--- config.mk ---
export PLATFORM = sky130hd
export DESIGN_NAME = vram_scanout
export DESIGN_NICKNAME = d
export VERILOG_FILES = /design/src/rtl/vram_scanout.sv
export SDC_FILE = /design/constraint.sdc
export NUM_CORES = 2
export LEC_CHECK = 0
export BUFFER_PORTS_ARGS = -buffer_cell sky130_fd_sc_hd__buf_4
export CORE_UTILIZATION = 50
export CTS_CLUSTER_DIAMETER = 200
export DETAILED_ROUTE_END_ITERATION = 10
export PLACE_DENSITY = 0.7
export SYNTH_ARGS = -nofsm -noshare
export SYNTH_HDL_FRONTEND = slang
export SYNTH_SLANG_ARGS = --single-unit
--- constraint.sdc ---
create_clock -name clk -period 3.8 [get_ports clk]
set_clock_uncertainty 0.15 [all_clocks]
set_input_delay 0.38 -clock clk [delete_from_list [all_inputs] [get_ports clk]]
set_output_delay 0.38 -clock clk [all_outputs]
set_load 0.02 [all_outputs]
--- src/rtl/vram_scanout.sv ---
// vram_scanout: 640x480 VGA timing generator and 1-bpp frame streamer.
// Each VRAM row is prefetched during the previous line's horizontal blanking
// into fetch_buf, then swapped into line_buf at the end of that line.
// Ports:
//   clk, rst         - system clock, synchronous active-high reset
//   pix_en           - pixel strobe, one pixel period per clk with pix_en=1
//   vram_rd_addr/_en - VRAM row read request (addr held between fetches)
//   from_vram_read   - VRAM row data, valid RD_LATENCY clks after the request
//   pixel            - current pixel, 0 outside the active area
//   hsync, vsync     - active-low sync pulses
//   video_on, vblank - active-area / vertical-blanking status
//   frame_start      - one-clk pulse on the step into (h=0, v=0)
module vram_scanout #(
    parameter int unsigned H_ACTIVE   = 640,
    parameter int unsigned H_FP       = 16,
    parameter int unsigned H_SYNC     = 96,
    parameter int unsigned H_BP       = 48,
    parameter int unsigned V_ACTIVE   = 480,
    parameter int unsigned V_FP       = 10,
    parameter int unsigned V_SYNC     = 2,
    parameter int unsigned V_BP       = 33,
    parameter int unsigned RD_LATENCY = 2
) (
    input  logic                clk,
    input  logic                rst,
    input  logic                pix_en,
    output logic [8:0]          vram_rd_addr,
    output logic                vram_rd_en,
    input  logic [H_ACTIVE-1:0] from_vram_read,
    output logic                pixel,
    output logic                hsync,
    output logic                vsync,
    output logic                video_on,
    output logic                vblank,
    output logic                frame_start
);

    localparam int unsigned H_TOTAL = H_ACTIVE + H_FP + H_SYNC + H_BP;
    localparam int unsigned V_TOTAL = V_ACTIVE + V_FP + V_SYNC + V_BP;
    localparam int unsigned HW      = $clog2(H_TOTAL);
    localparam int unsigned VW      = $clog2(V_TOTAL);
    localparam int unsigned VW1     = VW + 1;
    localparam int unsigned XW      = $clog2(H_ACTIVE);
    localparam int unsigned LW      = 3;
    localparam int unsigned AW      = 9;

    typedef enum logic [1:0] {
        S_IDLE  = 2'd0,
        S_ISSUE = 2'd1,
        S_WAIT  = 2'd2
    } state_t;

    logic [HW-1:0]       r_h_cnt;
    logic [VW-1:0]       r_v_cnt;
    logic                r_pixel;
    logic                r_hsync;
    logic                r_vsync;
    logic                r_video_on;
    logic                r_vblank;
    logic                r_frame_start;

    state_t              r_state;
    state_t              w_state_nxt;
    logic [LW-1:0]       r_lat;
    logic [LW-1:0]       w_lat_nxt;
    logic                r_rd_en;
    logic                w_rd_en_nxt;
    logic [AW-1:0]       r_rd_addr;
    logic [AW-1:0]       w_rd_addr_nxt;
    logic                w_capture;

    logic [H_ACTIVE-1:0] r_fetch_buf;
    logic                r_fetch_valid;
    logic [H_ACTIVE-1:0] r_line_buf;

    logic                w_h_last;
    logic                w_v_last;
    logic                w_video_on;
    logic                w_hsync;
    logic                w_vsync;
    logic                w_vblank;
    logic [XW-1:0]       w_x;
    logic                w_pix_bit;
    logic [VW:0]         w_v_inc;
    logic                w_fetch_req;
    logic [VW:0]         w_next_row;

    // Position decode for the current (h, v)
    always_comb begin
        w_h_last    = (r_h_cnt == HW'(H_TOTAL - 1));
        w_v_last    = (r_v_cnt == VW'(V_TOTAL - 1));
        w_video_on  = (r_h_cnt < HW'(H_ACTIVE)) && (r_v_cnt < VW'(V_ACTIVE));
        w_hsync     = !((r_h_cnt >= HW'(H_ACTIVE + H_FP)) &&
                        (r_h_cnt <  HW'(H_ACTIVE + H_FP + H_SYNC)));
        w_vsync     = !((r_v_cnt >= VW'(V_ACTIVE + V_FP)) &&
                        (r_v_cnt <  VW'(V_ACTIVE + V_FP + V_SYNC)));
        w_vblank    = (r_v_cnt >= VW'(V_ACTIVE));
        // index is parked at 0 outside the active area so it never runs off the buffer
        w_x         = w_video_on ? XW'(r_h_cnt) : '0;
        w_pix_bit   = w_video_on && r_line_buf[w_x];
        w_v_inc     = {1'b0, r_v_cnt} + VW1'(1);
        // the last blank line fetches row 0 for the upcoming frame
        w_fetch_req = (w_v_inc < VW1'(V_ACTIVE)) || w_v_last;
        w_next_row  = w_v_last ? '0 : w_v_inc;
    end

    // Raster counters and registered video outputs
    always_ff @(posedge clk) begin
        if (rst) begin
            r_h_cnt       <= '0;
            r_v_cnt       <= VW'(V_TOTAL - 1);
            r_pixel       <= 1'b0;
            r_hsync       <= 1'b1;
            r_vsync       <= 1'b1;
            r_video_on    <= 1'b0;
            r_vblank      <= 1'b1;
            r_frame_start <= 1'b0;
        end else begin
            r_frame_start <= pix_en && w_h_last && w_v_last;
            if (pix_en) begin
                r_pixel    <= w_pix_bit;
                r_hsync    <= w_hsync;
                r_vsync    <= w_vsync;
                r_video_on <= w_video_on;
                r_vblank   <= w_vblank;
                if (w_h_last) begin
                    r_h_cnt <= '0;
                    r_v_cnt <= w_v_last ? '0 : (r_v_cnt + VW'(1));
                end else begin
                    r_h_cnt <= r_h_cnt + HW'(1);
                end
            end
        end
    end

    // Fetch FSM: state register
    always_ff @(posedge clk) begin
        if (rst) begin
            r_state   <= S_IDLE;
            r_lat     <= '0;
            r_rd_en   <= 1'b0;
            r_rd_addr <= '0;
        end else begin
            r_state   <= w_state_nxt;
            r_lat     <= w_lat_nxt;
            r_rd_en   <= w_rd_en_nxt;
            r_rd_addr <= w_rd_addr_nxt;
        end
    end

    // Fetch FSM: next state and request/capture controls
    always_comb begin
        w_state_nxt   = r_state;
        w_lat_nxt     = r_lat;
        w_rd_en_nxt   = 1'b0;
        w_rd_addr_nxt = r_rd_addr;
        w_capture     = 1'b0;
        case (r_state)
            S_IDLE: begin
                if (pix_en && (r_h_cnt == HW'(H_ACTIVE)) && w_fetch_req) begin
                    w_state_nxt   = S_ISSUE;
                    w_rd_en_nxt   = 1'b1;
                    w_rd_addr_nxt = AW'(w_next_row);
                end
            end
            S_ISSUE: begin
                w_state_nxt = S_WAIT;
                w_lat_nxt   = LW'(RD_LATENCY);
            end
            S_WAIT: begin
                // counter hits 0 on this edge, which lands RD_LATENCY clks after the request
                if (r_lat <= LW'(1)) begin
                    w_capture   = 1'b1;
                    w_lat_nxt   = '0;
                    w_state_nxt = S_IDLE;
                end else begin
                    w_lat_nxt = r_lat - LW'(1);
                end
            end
            default: begin
                w_state_nxt = S_IDLE;
            end
        endcase
    end

    // Row double buffer: capture into fetch_buf, swap at end of line
    always_ff @(posedge clk) begin
        if (rst) begin
            r_fetch_buf   <= '0;
            r_fetch_valid <= 1'b0;
            r_line_buf    <= '0;
        end else begin
            if (pix_en && w_h_last) begin
                // an underrun blanks the line instead of stalling the raster
                r_line_buf    <= r_fetch_valid ? r_fetch_buf : '0;
                r_fetch_valid <= 1'b0;
            end
            if (w_capture) begin
                r_fetch_buf   <= from_vram_read;
                r_fetch_valid <= 1'b1;
            end
        end
    end

    assign vram_rd_addr = r_rd_addr;
    assign vram_rd_en   = r_rd_en;
    assign pixel        = r_pixel;
    assign hsync        = r_hsync;
    assign vsync        = r_vsync;
    assign video_on     = r_video_on;
    assign vblank       = r_vblank;
    assign frame_start  = r_frame_start;

endmodule

# --- Word-level counts from Yosys, hierarchy flattened ---
# Index checks and enable logic that the tools add are counted.
totals:
  input_bits: 643
  regBits: 1322
  out_inout_bits: 16
  wordCells: 72
op_classes:
  eq_ne: 7
  n_reduce_logical: 18
  n_lt_le_gt_ge: 10
  add_sub_neg: 4
  n_bitwise: 1
  mux: 17
ops:
  columns: ["operator", "count"]
  rows:
  - ["two-way mux 640 bit", 1]
  - ["== test 10 bit (second input constant)", 3]
  - ["two-way mux 10 bit", 3]
  - ["adder 10 x 1 -> 10 bit (second input constant)", 2]
  - [">= comparator 10 x 9 -> 1 bit (second input constant)", 2]
  - ["less-than comparator 10 bit (second input constant)", 2]
  - ["less-than comparator 10 x 9 -> 1 bit (second input constant)", 2]
  - ["adder 10 x 1 -> 11 bit (second input constant)", 1]
  - ["less-than comparator 10 x 11 -> 1 bit (second input constant)", 1]
  - ["less-than comparator 11 x 9 -> 1 bit (second input constant)", 1]
  - ["binary-select mux 1 bit (select 10 bit)", 1]
  - [">= comparator 10 bit (second input constant)", 1]
  - ["two-way mux 9 bit", 1]
  - ["logical AND 1 bit", 8]
  - ["two-way mux 1 bit", 6]
  - ["one-hot mux 2 bit (3 select lines)", 1]
  - ["one-hot mux 3 bit (2 select lines)", 1]
  - ["AND reduction 2 bit", 3]
  - ["two-way mux 2 bit", 2]
  - ["!= test 2 bit (second input constant)", 2]
  - ["nonzero test 2 bit", 2]
  - ["less-or-equal comparator 3 x 1 -> 1 bit (second input constant)", 1]
  - ["two-way mux 3 bit", 1]
  - ["subtractor 3 x 1 -> 3 bit (second input constant)", 1]
  - ["7 further kinds", 8]

# --- Logic depth before layout (Yosys ltp) ---
logic_depth:
  ltp_word: 6
  depth_mapped: 13
  mapped_depth_nobuf: 10

# --- Least setup slack after synthesis ---
# OpenSTA, ideal clock, no wires.
synth_timing:
  path_type: "reg2reg"
  from: "register r_h_cnt[7]"
  to: "register r_pixel, in the netlist pixel"
  synth_period_minus_slack_ns: 2.865
  path_slack_ns: 0.935
  required_ns: 3.508
  path_buffers: 2
  setup_ns: 0.142
  path_stages_with_launch: 12
  arrival_time_ns: 2.574
  path_cell_list: "dfxtp_1 -> buf_6 -> o21a_2 -> buf_6 -> or3_1 -> mux4_2 -> o2bb2ai_1 -> a2111o_1 -> o211ai_2 -> o211ai_1 -> o221ai_1 -> o221ai_1"
synth_between:
  elab_chain_cells: 6
synth_rtl:
  columns: ["element", "line", "source"]
  rows:
  - ["start, declared", "53", "logic [HW-1:0] r_h_cnt;"]
  - ["start signal, assigned", "130", "r_h_cnt <= r_h_cnt + HW'(1);"]
  - ["less-than comparator 10 bit", "92", "w_video_on = (r_h_cnt < HW'(H_ACTIVE)) && (r_v_cnt < VW'(V_ACTIVE));"]
  - ["logical AND 1 bit", "92", null]
  - ["two-way mux 10 bit", "99", "w_x = w_video_on ? XW'(r_h_cnt) : '0;"]
  - ["binary-select mux 1 bit (select 10 bit)", "100", "w_pix_bit = w_video_on && r_line_buf[w_x];"]
  - ["two-way mux 1 bit (implied by the code)", "100", null]
  - ["logical AND 1 bit *", "100", null]
  - ["end signal, assigned", "121", "r_pixel <= w_pix_bit;"]
  - ["end, declared", "55", "logic r_pixel;"]
# Mark *: on every way between the ends. The rest lies on a longest branch, timed or not. The select of a mux whose other input is x is not followed.
# A chain may end at the register's enable or synchronous reset.

# --- Worst setup path in the final report ---
# Same ends and word-level chain as after synthesis.

==> results_dict.tcl <==
set metrics [dict create \
    dp_slack_ns 0.0480 \
    tightest_slew_ns 1.25 \
    clk_latency_ns 0.74 \
    place.gp.congestion 0.917 \
    drtIter0Drc 5666 \
    swShare_pct 21.7 \
    synthArstFlopShare_pct 0 \
    grt_max_degree 226 \
    grt_pass1_wl_mm 283 \
    antenna_left 0 \
    drc_errors 0 \
    synth_cell_types 81 \
    first_pass_iters 6 \
    hold_viol_final 0 \
    cellLeakagePower_nw 24.8 \
    fin_crit_ns 3.68 \
    path_delay_family "compound AO/OA/AOI/OAI gates" \
    synth_edf_count 0 \
    nNetsFinal 7186 \
    drive_above_1_share_pct 17.2 \
    path_clk_slew_ns 0.06 \
    maxCapViolations 0 \
    dieWidth_um 314 \
    grt_pass1_vias 46200 \
    grtUsageTotal_pct 37.5 \
    synth_flop_cell "dfxtp_1" \
    final_area_um2 66500 \
    h-tree-depth 4 \
    portBuffers 658 \
    cts_buffers 133 \
    crit_fanout 25 \
    p_int_w 0.0227 \
    initial_core_util_pct 50.3 \
    min_period_over_period_pct 97.0 \
    viasPerCell 6.06 \
    whs_ns 0.293 \
    clock-root-buffer "clkbuf_16" \
    crit_buf_inv 1 \
    maxSlewHeadroom_pct 16.4 \
    r2r_start "r_h_cnt[7]$_SDFFE_PP0P_" \
    synth-seq-area-share_pct 54.4 \
    crit_path_end_kind "register" \
    powerDensity_nw_per_um2 436 \
    wl_mm 192 \
    setup_tns_ns 0 \
    netSwitchingPower_w 0.00630 \
    final_cell_mix "1,425 x nand2_1, 1,319 x dfxtp_1, 808 x buf_4, 715 x a21oi_1, 655 x dlygate4sd3_1" \
    die_area_um2 98500 \
    grt-ovfl-total 0 \
    critPathArrivalTime_ns 4.12 \
    clkPwrFrac_pct 46.6 \
    wl_per_cell_um 24.3 \
    crit_required_ns 4.23 \
    ys_warn_count 0 \
    startpoint_type "register" \
    dpl-instance-area_um2 55400 \
    num_vias 48000 \
    synth_seq_cells 1322 \
    die_h_um 314 \
    drv_slew 0 \
    rows 114 \
    max_clock_freq_mhz 271 \
    area_delta_synth_final_pct 36.8 \
    power_frac_seq_pct 47.9 \
    hp-class "input port to register" \
    synth_area_um2 48600 \
    cts_buffer_depth 3 \
    fp.coreArea_um2 96600 \
    syn_inst 5381 \
    p_comb_share_pct 5.6 \
    max_stage_delay_ns 0.56 \
    ir_drop_v 0.000291 \
    worst-setup-path-type "register to register" \
    cts_tree "built" \
    startpoint "r_h_cnt[7]$_SDFFE_PP0P_" \
    antenna_found_initial 12 \
    path_cells "o21ai_4, nand3_4, buf_4, o221ai_1, o22ai_1, a22o_1, nor4b_1, o211ai_1, o221ai_1, o221ai_1" \
    setup_viol 0 \
    rsz0062_at_grt "false" \
    syn_area_per_cell_um2 9.04 \
    clock-sinks 1322 \
    ios 659 \
    final_common_cell "nand2_1" \
    hp-start "from_vram_read[431]" \
    crit_path_top_delay_cell "nor4b_1" \
    worst_slack_ns 0.116 \
    syn_nets 6034 \
    dp_hpwl_mm 120 \
    cp_common_cell "o221ai_1" \
    status "finished, final reports clean" \
]
## sequential cells by signal, summed over array words and instances, names as in the netlist
| register | flops |
|---|---|
| r_line_buf | 640 |
| hsync | 1 |
| r_h_cnt | 10 |
| r_fetch_buf | 640 |
| r_v_cnt | 10 |
| frame_start | 1 |
| r_state | 2 |
| r_lat | 3 |
| vram_rd_addr | 9 |
| vram_rd_en | 1 |
| vsync | 1 |
| pixel | 1 |
| vblank | 1 |
| video_on | 1 |
| r_fetch_valid | 1 |
## metrics by stage
stage	util (%)	power [W]	std cells
after CTS	68.8	0.0289	7902
after global placement	57.4	0.0152	7013
after global routing	68.9	0.0297	7916
after floorplan	-	0.0145	5381
final	68.9	0.0290	7916
after detailed placement	57.4	0.0152	7013
## final timing paths
path	to	slack, ns	cells past startpoint
setup / recovery	pixel$_SDFFE_PP0P_	0.12	10
hold / removal	r_fetch_buf[431]$_SDFFE_PP0P_	0.29	4
setup reg to reg	pixel$_SDFFE_PP0P_	0.12	10
hold reg to reg	r_line_buf[415]$_SDFFE_PP0P_	0.30	1
## power by group through the flow
stage          registers (W)  clock network, W  logic (W)
3_3_place_gp          0.0142                 0    0.00101
3_5_place_dp          0.0142                 0    0.00101
4_1_cts               0.0139            0.0135    0.00154
6_report              0.0139            0.0135    0.00162
5_1_grt               0.0139            0.0141    0.00168
2_1_floorplan         0.0142                 0   0.000324
## repair_timing
action                                  in CTS  in global routing
hold buffers                               655                  0
resized for setup                            0                  1
endpoints found under the setup margin       0                  1
endpoints found under the hold margin      655                  0
setup buffers                                0                  6
## final cells by class
type	count	area, um2
Timing Repair Buffer	1509	13500
Clock inverter	50	587
Multi-Input combinational cell	3545	20300
Inverter	22	82.6
Sequential cell	1322	26500
Fill cell	7008	30000
Clock buffer	184	3910
Antenna cell	8	20.0
Tap cell	1276	1600
## tightest hold or removal path: stages
cell           delay, ns
dlygate4sd3_1       0.52
buf_4               0.10
nand2_1             0.04
a21oi_1             0.10
## cells by family after synthesis
family,Yosys count,share of synthesized area (%)
flip-flops,1322,54.4
multiplexers,80,1.81
AO/OA/AOI/OAI,1768,25.4
adder cells (fa/ha/maj),10,0.257
XOR/XNOR,17,0.306
AND/OR/NAND/NOR,1670,13.7
buffers and inverters,514,4.15
## cell usage after synthesis, types with 7 or more instances
cell type  instances  area [um2]
a211oi_1          16         120
mux2_2            22         248
a22o_1           636        5570
or3_1             12        75.1
nor4_1            20         125
o2111ai_1         12         105
o211ai_1          12        90.1
a22oi_1           11        82.6
a21oi_1          715        3580
nand2_1         1427        5360
mux2i_1           54         541
a221oi_1          58         508
inv_1             20        75.1
o22ai_1           37         231
buf_2             44         220
xor2_1            11        96.3
ha_1              10         125
nor2_1            89         334
and3_1             7        43.8
nor3_1            23         115
nand3_1           31         155
clkbuf_1         415        1560
a311oi_1          11        96.3
o21ai_0           78         390
a2111oi_0          8        70.1
dfxtp_1         1322       26500
o221ai_1          64         561
buf_1             27         101
nand2b_1           9        56.3
o22a_1             8        70.1
o31ai_1           14         105
a31oi_1           24         150
nand4_1           17         106
## layer usage
layer	track usage [%]	vias up	wire length, um
met5	0	-	46
met4	22.3	6	12200
met3	6.56	706	15800
met2	59.9	2705	88800
met1	47.5	23100	75600
li1	-	21400	-
No activity file was read; power rests on OpenSTA's default activity.
